--- src/rtl/move_sequencer.sv ---
`timescale 1ns/1ps
// Runs one 2048 move by feeding the four rows/columns through a shared line-merge unit, writing back the board and requesting a spawn.
// Latency: 1 accept + 2 cycles per line + COMMIT + DONE (+ spawn). Backpressure: holds each line until line_ready; any handshake stalled TIMEOUT cycles aborts.
module move_sequencer #(
    parameter int TIMEOUT  = 255,
    parameter bit SPAWN_EN = 1'b1
) (
    input  logic        clock,
    input  logic        reset,
    input  logic        move_req,
    input  logic [3:0]  direction,
    input  logic        game_over,
    input  logic [63:0] board_in,
    output logic        line_valid,
    input  logic        line_ready,
    output logic [15:0] line_data,
    input  logic        result_valid,
    input  logic [15:0] result_data,
    output logic [63:0] board_out,
    output logic        board_we,
    output logic        spawn_req,
    input  logic        spawn_ack,
    output logic        busy,
    output logic        done,
    output logic        moved,
    output logic        error
);

    localparam int TW = $clog2(TIMEOUT + 1);
    localparam logic [TW-1:0] TMO_LAST = TW'(TIMEOUT - 1);

    typedef enum logic [2:0] {
        S_IDLE,
        S_ISSUE,
        S_WAIT,
        S_COMMIT,
        S_SPAWN,
        S_DONE
    } state_t;

    state_t        state_q, state_d;
    logic [63:0]   orig_q, work_q, work_d, board_out_q;
    logic [3:0]    dir_q;
    logic [1:0]    idx_q;
    logic          moved_q, error_q;
    logic [TW-1:0] tmo_q;
    logic          accept, tmo_hit, abort, res_take;
    logic [15:0]   issued;

    // Box number (0 = top-left, row-major) holding tile t of line i; tile 0 leads in the slide direction.
    function automatic logic [3:0] box_of(input logic [3:0] dir, input logic [1:0] line, input logic [1:0] tile);
        logic [3:0] k;
        if (dir[3])
            k = {tile, line};
        else if (dir[2])
            k = {~tile, line};
        else if (dir[0])
            k = {line, ~tile};
        else
            k = {line, tile};
        return k;
    endfunction

    assign accept   = (state_q == S_IDLE) && move_req && !game_over && $onehot(direction);
    assign tmo_hit  = (tmo_q == TMO_LAST);
    assign res_take = (state_q == S_WAIT) && result_valid;

    always_comb begin
        issued = '0;
        for (int t = 0; t < 4; t++) begin
            issued[15-4*t -: 4] = orig_q[63-4*int'(box_of(dir_q, idx_q, 2'(t))) -: 4];
        end
    end

    always_comb begin
        work_d = work_q;
        if (accept) begin
            work_d = board_in;
        end else if (res_take) begin
            for (int t = 0; t < 4; t++) begin
                work_d[63-4*int'(box_of(dir_q, idx_q, 2'(t))) -: 4] = result_data[15-4*t -: 4];
            end
        end
    end

    // State register
    always_ff @(posedge clock) begin
        if (reset)
            state_q <= S_IDLE;
        else
            state_q <= state_d;
    end

    // Next-state logic; a completed handshake wins over a timeout in the same cycle.
    always_comb begin
        state_d = state_q;
        abort   = 1'b0;
        case (state_q)
            S_IDLE: begin
                if (accept)
                    state_d = S_ISSUE;
            end
            S_ISSUE: begin
                if (line_ready) begin
                    state_d = S_WAIT;
                end else if (tmo_hit) begin
                    state_d = S_DONE;
                    abort   = 1'b1;
                end
            end
            S_WAIT: begin
                if (result_valid) begin
                    state_d = (idx_q == 2'd3) ? S_COMMIT : S_ISSUE;
                end else if (tmo_hit) begin
                    state_d = S_DONE;
                    abort   = 1'b1;
                end
            end
            S_COMMIT: begin
                state_d = (moved_q && SPAWN_EN) ? S_SPAWN : S_DONE;
            end
            S_SPAWN: begin
                if (spawn_ack) begin
                    state_d = S_DONE;
                end else if (tmo_hit) begin
                    state_d = S_DONE;
                    abort   = 1'b1;
                end
            end
            S_DONE: begin
                state_d = S_IDLE;
            end
            default: begin
                state_d = S_IDLE;
            end
        endcase
    end

    always_ff @(posedge clock) begin
        if (reset) begin
            orig_q      <= '0;
            work_q      <= '0;
            board_out_q <= '0;
            dir_q       <= '0;
            idx_q       <= '0;
            moved_q     <= 1'b0;
            error_q     <= 1'b0;
            tmo_q       <= '0;
        end else begin
            work_q <= work_d;
            if (state_d != state_q)
                tmo_q <= '0;
            else if (state_q inside {S_ISSUE, S_WAIT, S_SPAWN})
                tmo_q <= tmo_q + 1'b1;
            if (accept) begin
                orig_q  <= board_in;
                dir_q   <= direction;
                idx_q   <= '0;
                moved_q <= 1'b0;
                error_q <= 1'b0;
            end
            if (res_take) begin
                idx_q <= idx_q + 1'b1;
                if (result_data != issued)
                    moved_q <= 1'b1;
            end
            // A spawn-stage abort keeps moved: the board has already been written.
            if (abort) begin
                error_q <= 1'b1;
                if (state_q != S_SPAWN)
                    moved_q <= 1'b0;
            end
            if (state_q == S_COMMIT && moved_q)
                board_out_q <= work_q;
        end
    end

    // Outputs; board_out shows the new board in the same cycle as its write strobe.
    always_comb begin
        busy       = (state_q != S_IDLE);
        line_valid = (state_q == S_ISSUE);
        line_data  = issued;
        spawn_req  = (state_q == S_SPAWN);
        done       = (state_q == S_DONE);
        board_we   = (state_q == S_COMMIT) && moved_q;
        board_out  = board_we ? work_q : board_out_q;
        moved      = moved_q;
        error      = error_q;
    end

endmodule

--- config.mk ---
export PLATFORM = sky130hd
export DESIGN_NAME = move_sequencer
export DESIGN_NICKNAME = d
export VERILOG_FILES = /design/src/rtl/move_sequencer.sv
export SDC_FILE = /design/constraint.sdc
export NUM_CORES = 1
export LEC_CHECK = 0
export BUFFER_PORTS_ARGS = -buffer_cell sky130_fd_sc_hd__buf_2
export CORE_MARGIN = 8
export CORE_UTILIZATION = 55
export CTS_BUF_LIST = sky130_fd_sc_hd__clkbuf_4
export DETAILED_ROUTE_END_ITERATION = 6
export PLACE_DENSITY = 0.8
export RECOVER_POWER = 50
export SYNTH_ARGS = -nofsm -noshare
export SYNTH_HDL_FRONTEND = slang
export SYNTH_SLANG_ARGS = --single-unit
--- constraint.sdc ---
create_clock -name clock -period 4.2 [get_ports clock]
set_clock_uncertainty 0.05 [all_clocks]
set_input_delay 0.21 -clock clock [delete_from_list [all_inputs] [get_ports clock]]
set_output_delay 0.21 -clock clock [all_outputs]
set_load 0.03 [all_outputs]
==> out/summary.txt, run 1 <==
ys flop type: dfxtp_1
Hold WC Path Type: input pin to flip-flop
Mapped Area: 12,900 um^2
power per cell area: 307 nW/um^2
Finished Core Util: 66.0%
critical path depth: 8
dpl ws: 0.759 ns
CP Launch Type: flip-flop
share of cells above drive strength 1: 19.0%
PortBufs: 177
Avg Cell Area, Syn: 7.43 um^2
Final GP Congestion: 1.05
WL/cell: 23.7 um
DP Wirelength: 37,400 um
ANT nets after route: 0
Max-Slew Margin vs Limit: 16.8%
DP Area: 14,000 um^2
CTS tree: done
Cells after Synth: 1,729
Period minus WS final: 3.90 ns
GRT Residual Overflow: 0
global-route wire length before repair: 83,800 um
setup ws final: 0.302 ns
Slew Viols, Final: 0
Initial Util: 55.4%
Die Footprint: 28,500 um^2
total CTS buffers: 55
Final Non-Filler Cells: 2,304
flops & latches, synth: 210
CP max stage cell: dfxtp_2
most used cell, CP: buf_4
MaxCap Viol Count: 0
Nets: 2,050
met1 WL: 20,800 um
setup violation total in the final timing report: 0
CP endpoint kind: output pin
largest cells by area after synthesis: dfxtp_1 33%, nand2_1 13%, a21oi_1 5.8%
Clock Tree Buf Depth: 3
worst reg2reg path depth: 10
clk slew on worst S/H paths: 0.07 ns
Std-Cell Core Area: 23,200 um^2
crit-path cells: buf_4, nor2b_1, nor2_4, buf_4, mux4_2, o22ai_1, nor3_1, buf_2
power after layout: 4.70 mW
row count: 56
WP data required: 3.94 ns
critical path class: flip-flop to output pin
maximum VDD drop: 0.246 mV
CTS H-tree lvls: 2
top cell type's share of synthesized area: 32.7%
Root Driver: clkbuf_4
leak pwr: 6.32 nW
area occupied by multi-input gates: 7940 um^2
cell with the most instances after synthesis: nand2_1
FMAX: 0.257 GHz
crit path DAT: 3.64 ns
Critical R2R Capture: moved
crit-path leading delay family: simple AND/OR/NAND/NOR gates
number of flops mapped to enable cells by yosys: 0
Synth-to-Final Area Change: 19.2%
Critical path origin: idx_q[0]
Cell variety after synth: 88
I/O Pins: 178
failing checks: design-rule violations
Synth warnings: 0
via count: 14,700
flip-flop and latch area: 4210 um^2
Reg2Reg Setup Slack: 0.88 ns
Slew @ Worst Pin: 1.25 ns
top sig layer: met4
hold violation count in the final report: 0
Worst R2R Start: idx_q[0]
crit-path max FO: 34
Crit path buffers/inverters: 3
Chip Height: 169 um
Mapped Nets: 1,828
register area share after synthesis: 32.7%
Worst Setup EP: line_data[2]
post-route setup TNS: 0 ns
clk sinks: 210
All-Layer GR Usage: 37.4%
DRT Pass-1 Iters: 7
Final Instance Area: 15,300 um^2
Clock Latency Late Sink: 0.68 ns
final wirelength: 54,700 um
unrepaired setup endpoints after global routing: no
period utilisation layout: 92.8%
run status: finished with violations
asr flop ratio synth: 0%
Via density: 6.39
hold_ws: 0.0549 ns
DR iter-0 viols: 2,066
pin count of the biggest net entering global routing: 112
commonest cells in the netlist: 444 x nand2_1, 210 x dfxtp_1, 148 x a21oi_1
DRC viols: 2
die width: 169 um
initial antenna violation count: 1
vias in the first global route: 14,500
Inst Count DP: 2,143
fill cell count: 1,991
Met3 Routed Length: 5940 um
met2 wire len: 24,200 um
Crit path largest cell delay: 0.85 ns
Yosys top cell by area: dfxtp_1
-- how the worst min path moves through the flow --
stage	startpoint	endpoint	slack, ns	cells after the start
floorplan	board_in[14]	orig_q[14]	0.30	2
global placement	work_q[12]	work_q[12]	0.39	2
detailed placement	work_q[12]	work_q[12]	0.40	2
CTS	move_req	orig_q[1]	0.02	5
global route	result_data[1]	work_q[61]	0.08	4
finish	move_req	orig_q[1]	0.05	5
-- repair_timing --
| action | in CTS | in global routing |
|---|---|---|
| hold buffers | 70 | 0 |
| buffers inserted | 0 | 0 |
| endpoints found under the hold margin | 136 | 0 |
| resized for setup | 0 | 0 |
| endpoints found under the setup margin | 0 | 0 |
-- layer usage --
metal	global-route usage [%]	vias to the layer above
met5	0	-
met4	24.0	0
met3	8.43	281
met2	59.0	1085
met1	45.7	6811
li1	-	6544
-- layout make-up --
| type | instances | share of cell area, % |
|---|---|---|
| clock inverters | 8 | 0.270 |
| diodes | 1 | 0.0163 |
| well taps | 319 | 2.61 |
| inverters | 27 | 0.662 |
| clock buffers | 82 | 4.02 |
| repair buffers | 302 | 13.1 |
| flip-flops and latches | 210 | 27.5 |
| multi-input cells | 1355 | 51.9 |
-- cells in the final DEF, fill, tap and decap left out, drive strengths merged, types with 32 or more instances in the layout --
| cell type | count |
|---|---|
| nand3 | 32 |
| a21oi | 149 |
| nor2b | 68 |
| dlygate4sd3 | 70 |
| nor2 | 139 |
| o21ai | 48 |
| nand2 | 446 |
| a221oi | 40 |
| clkbuf | 93 |
| dfxtp | 210 |
| mux2i | 54 |
| a22oi | 38 |
| o211ai | 40 |
| buf | 221 |
-- cells by family (layout without fill, tap and decap cells) --
group                    Yosys count  in the layout  synth area share, %
AND/OR/NAND/NOR                  784            784                 27.2
multiplexers                      76             76                 7.37
XOR/XNOR                          35             35                 2.39
flip-flops                       210            210                 32.7
buffers and inverters            164            419                 5.61
other                              0              1                    0
AO/OA/AOI/OAI                    452            452                 23.9
adder cells (fa/ha/maj)            8              8                0.837
-- worst min-delay path, stage by stage --
cell and delay (ns):
buf_2 0.11, nand2b_1 0.13, nor4_4 0.10, nand2_1 0.11
a21oi_1 0.07
-- where the power goes --
group | leakage [nW] | switching (mW) | internal [mW]
sequential | 1.70 | 0.0631 | 2.04
clock | 0.396 | 0.843 | 0.881
combinational | 4.22 | 0.552 | 0.317
-- sequential cells by signal, summed over array words and instances, names as in the netlist --
signal and flops:
tmo_q 8, dir_q 3, state_q 3, error 1, idx_q 2, orig_q 64, moved 1, work_q 64
board_out_q 64
(Power assumes the default switching activity.)
==> run 2, diff against run 1 <==
--- a/config.mk
+++ b/config.mk
@@ -5,13 +5,14 @@
 export SDC_FILE = /design/constraint.sdc
 export NUM_CORES = 1
 export LEC_CHECK = 0
+export ABC_CLOCK_PERIOD_IN_PS = 5050
 export BUFFER_PORTS_ARGS = -buffer_cell sky130_fd_sc_hd__buf_2
 export CORE_MARGIN = 8
 export CORE_UTILIZATION = 55
 export CTS_BUF_LIST = sky130_fd_sc_hd__clkbuf_4
 export DETAILED_ROUTE_END_ITERATION = 6
 export PLACE_DENSITY = 0.8
-export RECOVER_POWER = 50
+export RECOVER_POWER = 25
 export SYNTH_ARGS = -nofsm -noshare
 export SYNTH_HDL_FRONTEND = slang
 export SYNTH_SLANG_ARGS = --single-unit
==> constraint.sdc (replaced) <==
create_clock -name clock -period 5.05 [get_ports clock]
set_clock_uncertainty 0.05 [all_clocks]
set_input_delay 0.2525 -clock clock [delete_from_list [all_inputs] [get_ports clock]]
set_output_delay 0.2525 -clock clock [all_outputs]
set_load 0.03 [all_outputs]
==> run 2 against run 1 <==
  * The flow finishes with violations (design-rule violations, max-capacitance violations, max-slew violations)
  * Flip-flop and latch count did not move
  * Worst hold slack improved by 0.0040 ns
  * First-iteration DRC count grew 5.7%
  * Core utilization is 1.1 points lower
  * Die area did not move
  * Non-clock buffer count is 27 lower
  * Wire length is 1.4% lower
  * Critical path depth decreased by 2
  * Clock-buffer cell count shrank 7
  * Clock power is 20% lower
  * Critical path type unchanged
  * Largest power group unchanged
  * Highest routed layer unchanged
==> out/summary.txt, run 2 (synthesis gave the netlist of run 1 again) <==
Root Driver: clkbuf_4
final wirelength: 53,900 um (-1.4%)
DRT Pass-1 Iters: 7 (unchanged)
Internal: 2.62 mW (-19%)
GRT Max-Usage Layer: met2
DR iter-0 viols: 2,183 (+5.7%)
Clock Latency Late Sink: 0.70 ns (+0.02 ns)
crit path DAT: 4.00 ns (+0.36 ns)
clk slew on worst S/H paths: 0.06 ns (about the same)
clock group share of total power: 36.0% (-0.7 points)
share of cells above drive strength 1: 17.6% (-1.4 points)
Final GP Congestion: 1.05 (+0.24%)
failing checks: design-rule violations, max-capacitance violations, max-slew violations
Slew @ Worst Pin: 2.14 ns (+0.893 ns)
PortBufs: 177 (unchanged)
power per cell area: 255 nW/um^2 (-17%)
Clock Tree Buf Depth: 3 (unchanged)
Chip Height: 169 um (unchanged)
WP data required: 4.75 ns (+0.81 ns)
setup violation total in the final timing report: 0 (unchanged)
power after layout: 3.83 mW (-18%)
met1 Usage GRT: 44.3% (-1.3 points)
Flop pwr share: 45.6% (+0.8 points)
leak pwr: 6.16 nW (-2.5%)
ANT nets after route: 0 (unchanged)
Synth-to-Final Area Change: 17.2%
critical path class: flip-flop to output pin
Net Sw Frac: 31.6% (+0.49 points)
Nets: 2,023 (-1.3%)
combinational share of power: 18.4% (about the same)
vias in the first global route: 14,200 (-1.5%)
Setup Fix Bufs, Post-CTS: 0 (unchanged)
DP Wirelength: 36,600 um (-2.1%)
Hold WC Path Type: input pin to flip-flop
Initial Util: 55.4% (unchanged)
fraction of met3 tracks used by global routing: 9.04% (+0.61 points)
clk sinks: 210 (unchanged)
pin count of the biggest net entering global routing: 122 (+8.9%)
Via density: 6.46 (+1.1%)
Std-Cell Core Area: 23,200 um^2 (unchanged)
fill cell count: 2,001 (+0.50%)
Period minus WS final: 4.30 ns
most frequent cells in the layout: 444 x nand2_1, 208 x dfxtp_1, 170 x buf_2
MaxCap Viol Count: 1 (+1)
row count: 56 (unchanged)
crit-path max FO: 65 (+91%)
commonest non-fill, non-tap cell in the layout: nand2_1
CP endpoint kind: output pin
period utilisation layout: 85.2%
top flop regs: board_out_q: 64 flops, orig_q: 64 flops, work_q: 64 flops
GRT Residual Overflow: 0 (unchanged)
post-route setup TNS: 0 ns (unchanged)
die width: 169 um (unchanged)
All-Layer GR Usage: 36.4% (-1.0 points)
DRC viols: 47 (+45)
initial antenna violation count: 2 (+1)
run status: finished with violations
WL/cell: 23.7 um (-0.12%)
FMAX: 0.232 GHz
hold violation count in the final report: 0 (unchanged)
CTS tree: done
setup ws final: 0.746 ns (+0.445 ns)
dpl ws: 1.36 ns (+0.600 ns)
Psw: 1.21 mW (-17%)
Final Non-Filler Cells: 2,275 (-1.3%)
Slew Viols, Final: 66 (+66)
met2 Use GR: 57.9% (-1.1 points)
CTS H-tree lvls: 2 (unchanged)
Die Footprint: 28,500 um^2 (unchanged)
Max-Slew Margin vs Limit: -42.8% (-60 points)
CP Launch Type: flip-flop
maximum VDD drop: 0.227 mV (-7.8%)
unrepaired setup endpoints after global routing: no
total CTS buffers: 55 (unchanged)
I/O Pins: 178 (unchanged)
Inst Count DP: 2,118 (-1.2%)
global-route wire length before repair: 81,800 um (-2.5%)
via count: 14,700 (-0.14%)
-- run 2: changes by cell type in the layout (fill, tap and decap cells not counted), sizes merged --
cell | previous run | this run
dlygate4sd3 | 70 | 68
diode | 1 | 2
buf | 221 | 200
clkbuf | 93 | 82
clkinv | 8 | 12
-- run 2: metrics by stage --
stage / hold slack, ns / cell area [um^2] / util (%)
floorplan: 0.338 / 12900 / -
global route: 0.0725 / 15100 / 64.9
finish: 0.0589 / 15100 / 64.9
CTS: 0.0268 / 15100 / 65.0
global placement: 0.390 / 13800 / 59.4
detailed placement: 0.397 / 13800 / 59.4
-- run 2: what timing repair did --
action / in CTS / in global routing
setup endpoints to repair: 0 / 0
resized for setup: 0 / 0
hold endpoints to repair: 131 / 0
hold buffers: 68 / 0
-- run 2: path summary, 6_finish.rpt --
check              from            end  slack (ns)  depth (start not counted)
max          state_q[0]  board_out[10]        0.75                          6
min          line_ready     state_q[1]        0.06                          3
max reg2reg    idx_q[0]          moved        1.39                          9
min reg2reg   work_q[8]      work_q[8]        0.41                          2
-- run 2: layout make-up --
type / count / area, um^2 / area share (%)
inverters: 27 / 101 / 0.673
clock inverters: 12 / 55.1 / 0.366
flip-flops and latches: 210 / 4210 / 27.9
clock buffers: 75 / 563 / 3.74
multi-input cells: 1355 / 7940 / 52.7
diodes: 2 / 5.00 / 0.0332
repair buffers: 275 / 1790 / 11.9
well taps: 319 / 399 / 2.65
-- run 2: layer usage --
layer	routed length, um	vias up
li1	-	6505
met2	23900	1148
met1	20000	6789
met3	6620	258
met5	0	-
met4	3400	0
-- run 2: power by group through the flow --
stage          clock, mW  combinational (mW)  sequential [mW]
2_1_floorplan          0               0.434             1.76
3_3_place_gp           0               0.636             1.78
3_5_place_dp           0               0.639             1.78
4_1_cts             1.39               0.681             1.74
5_1_grt             1.48               0.745             1.75
6_report            1.38               0.707             1.75
-- run 2: worst max-delay path, stage by stage (launching register included) --
cell      delay (ns)
dfxtp_1         0.57
nand4_1         0.14
clkbuf_1        0.35
inv_1           1.60
nand2_1         0.19
nand2_1         0.16
buf_2           0.22
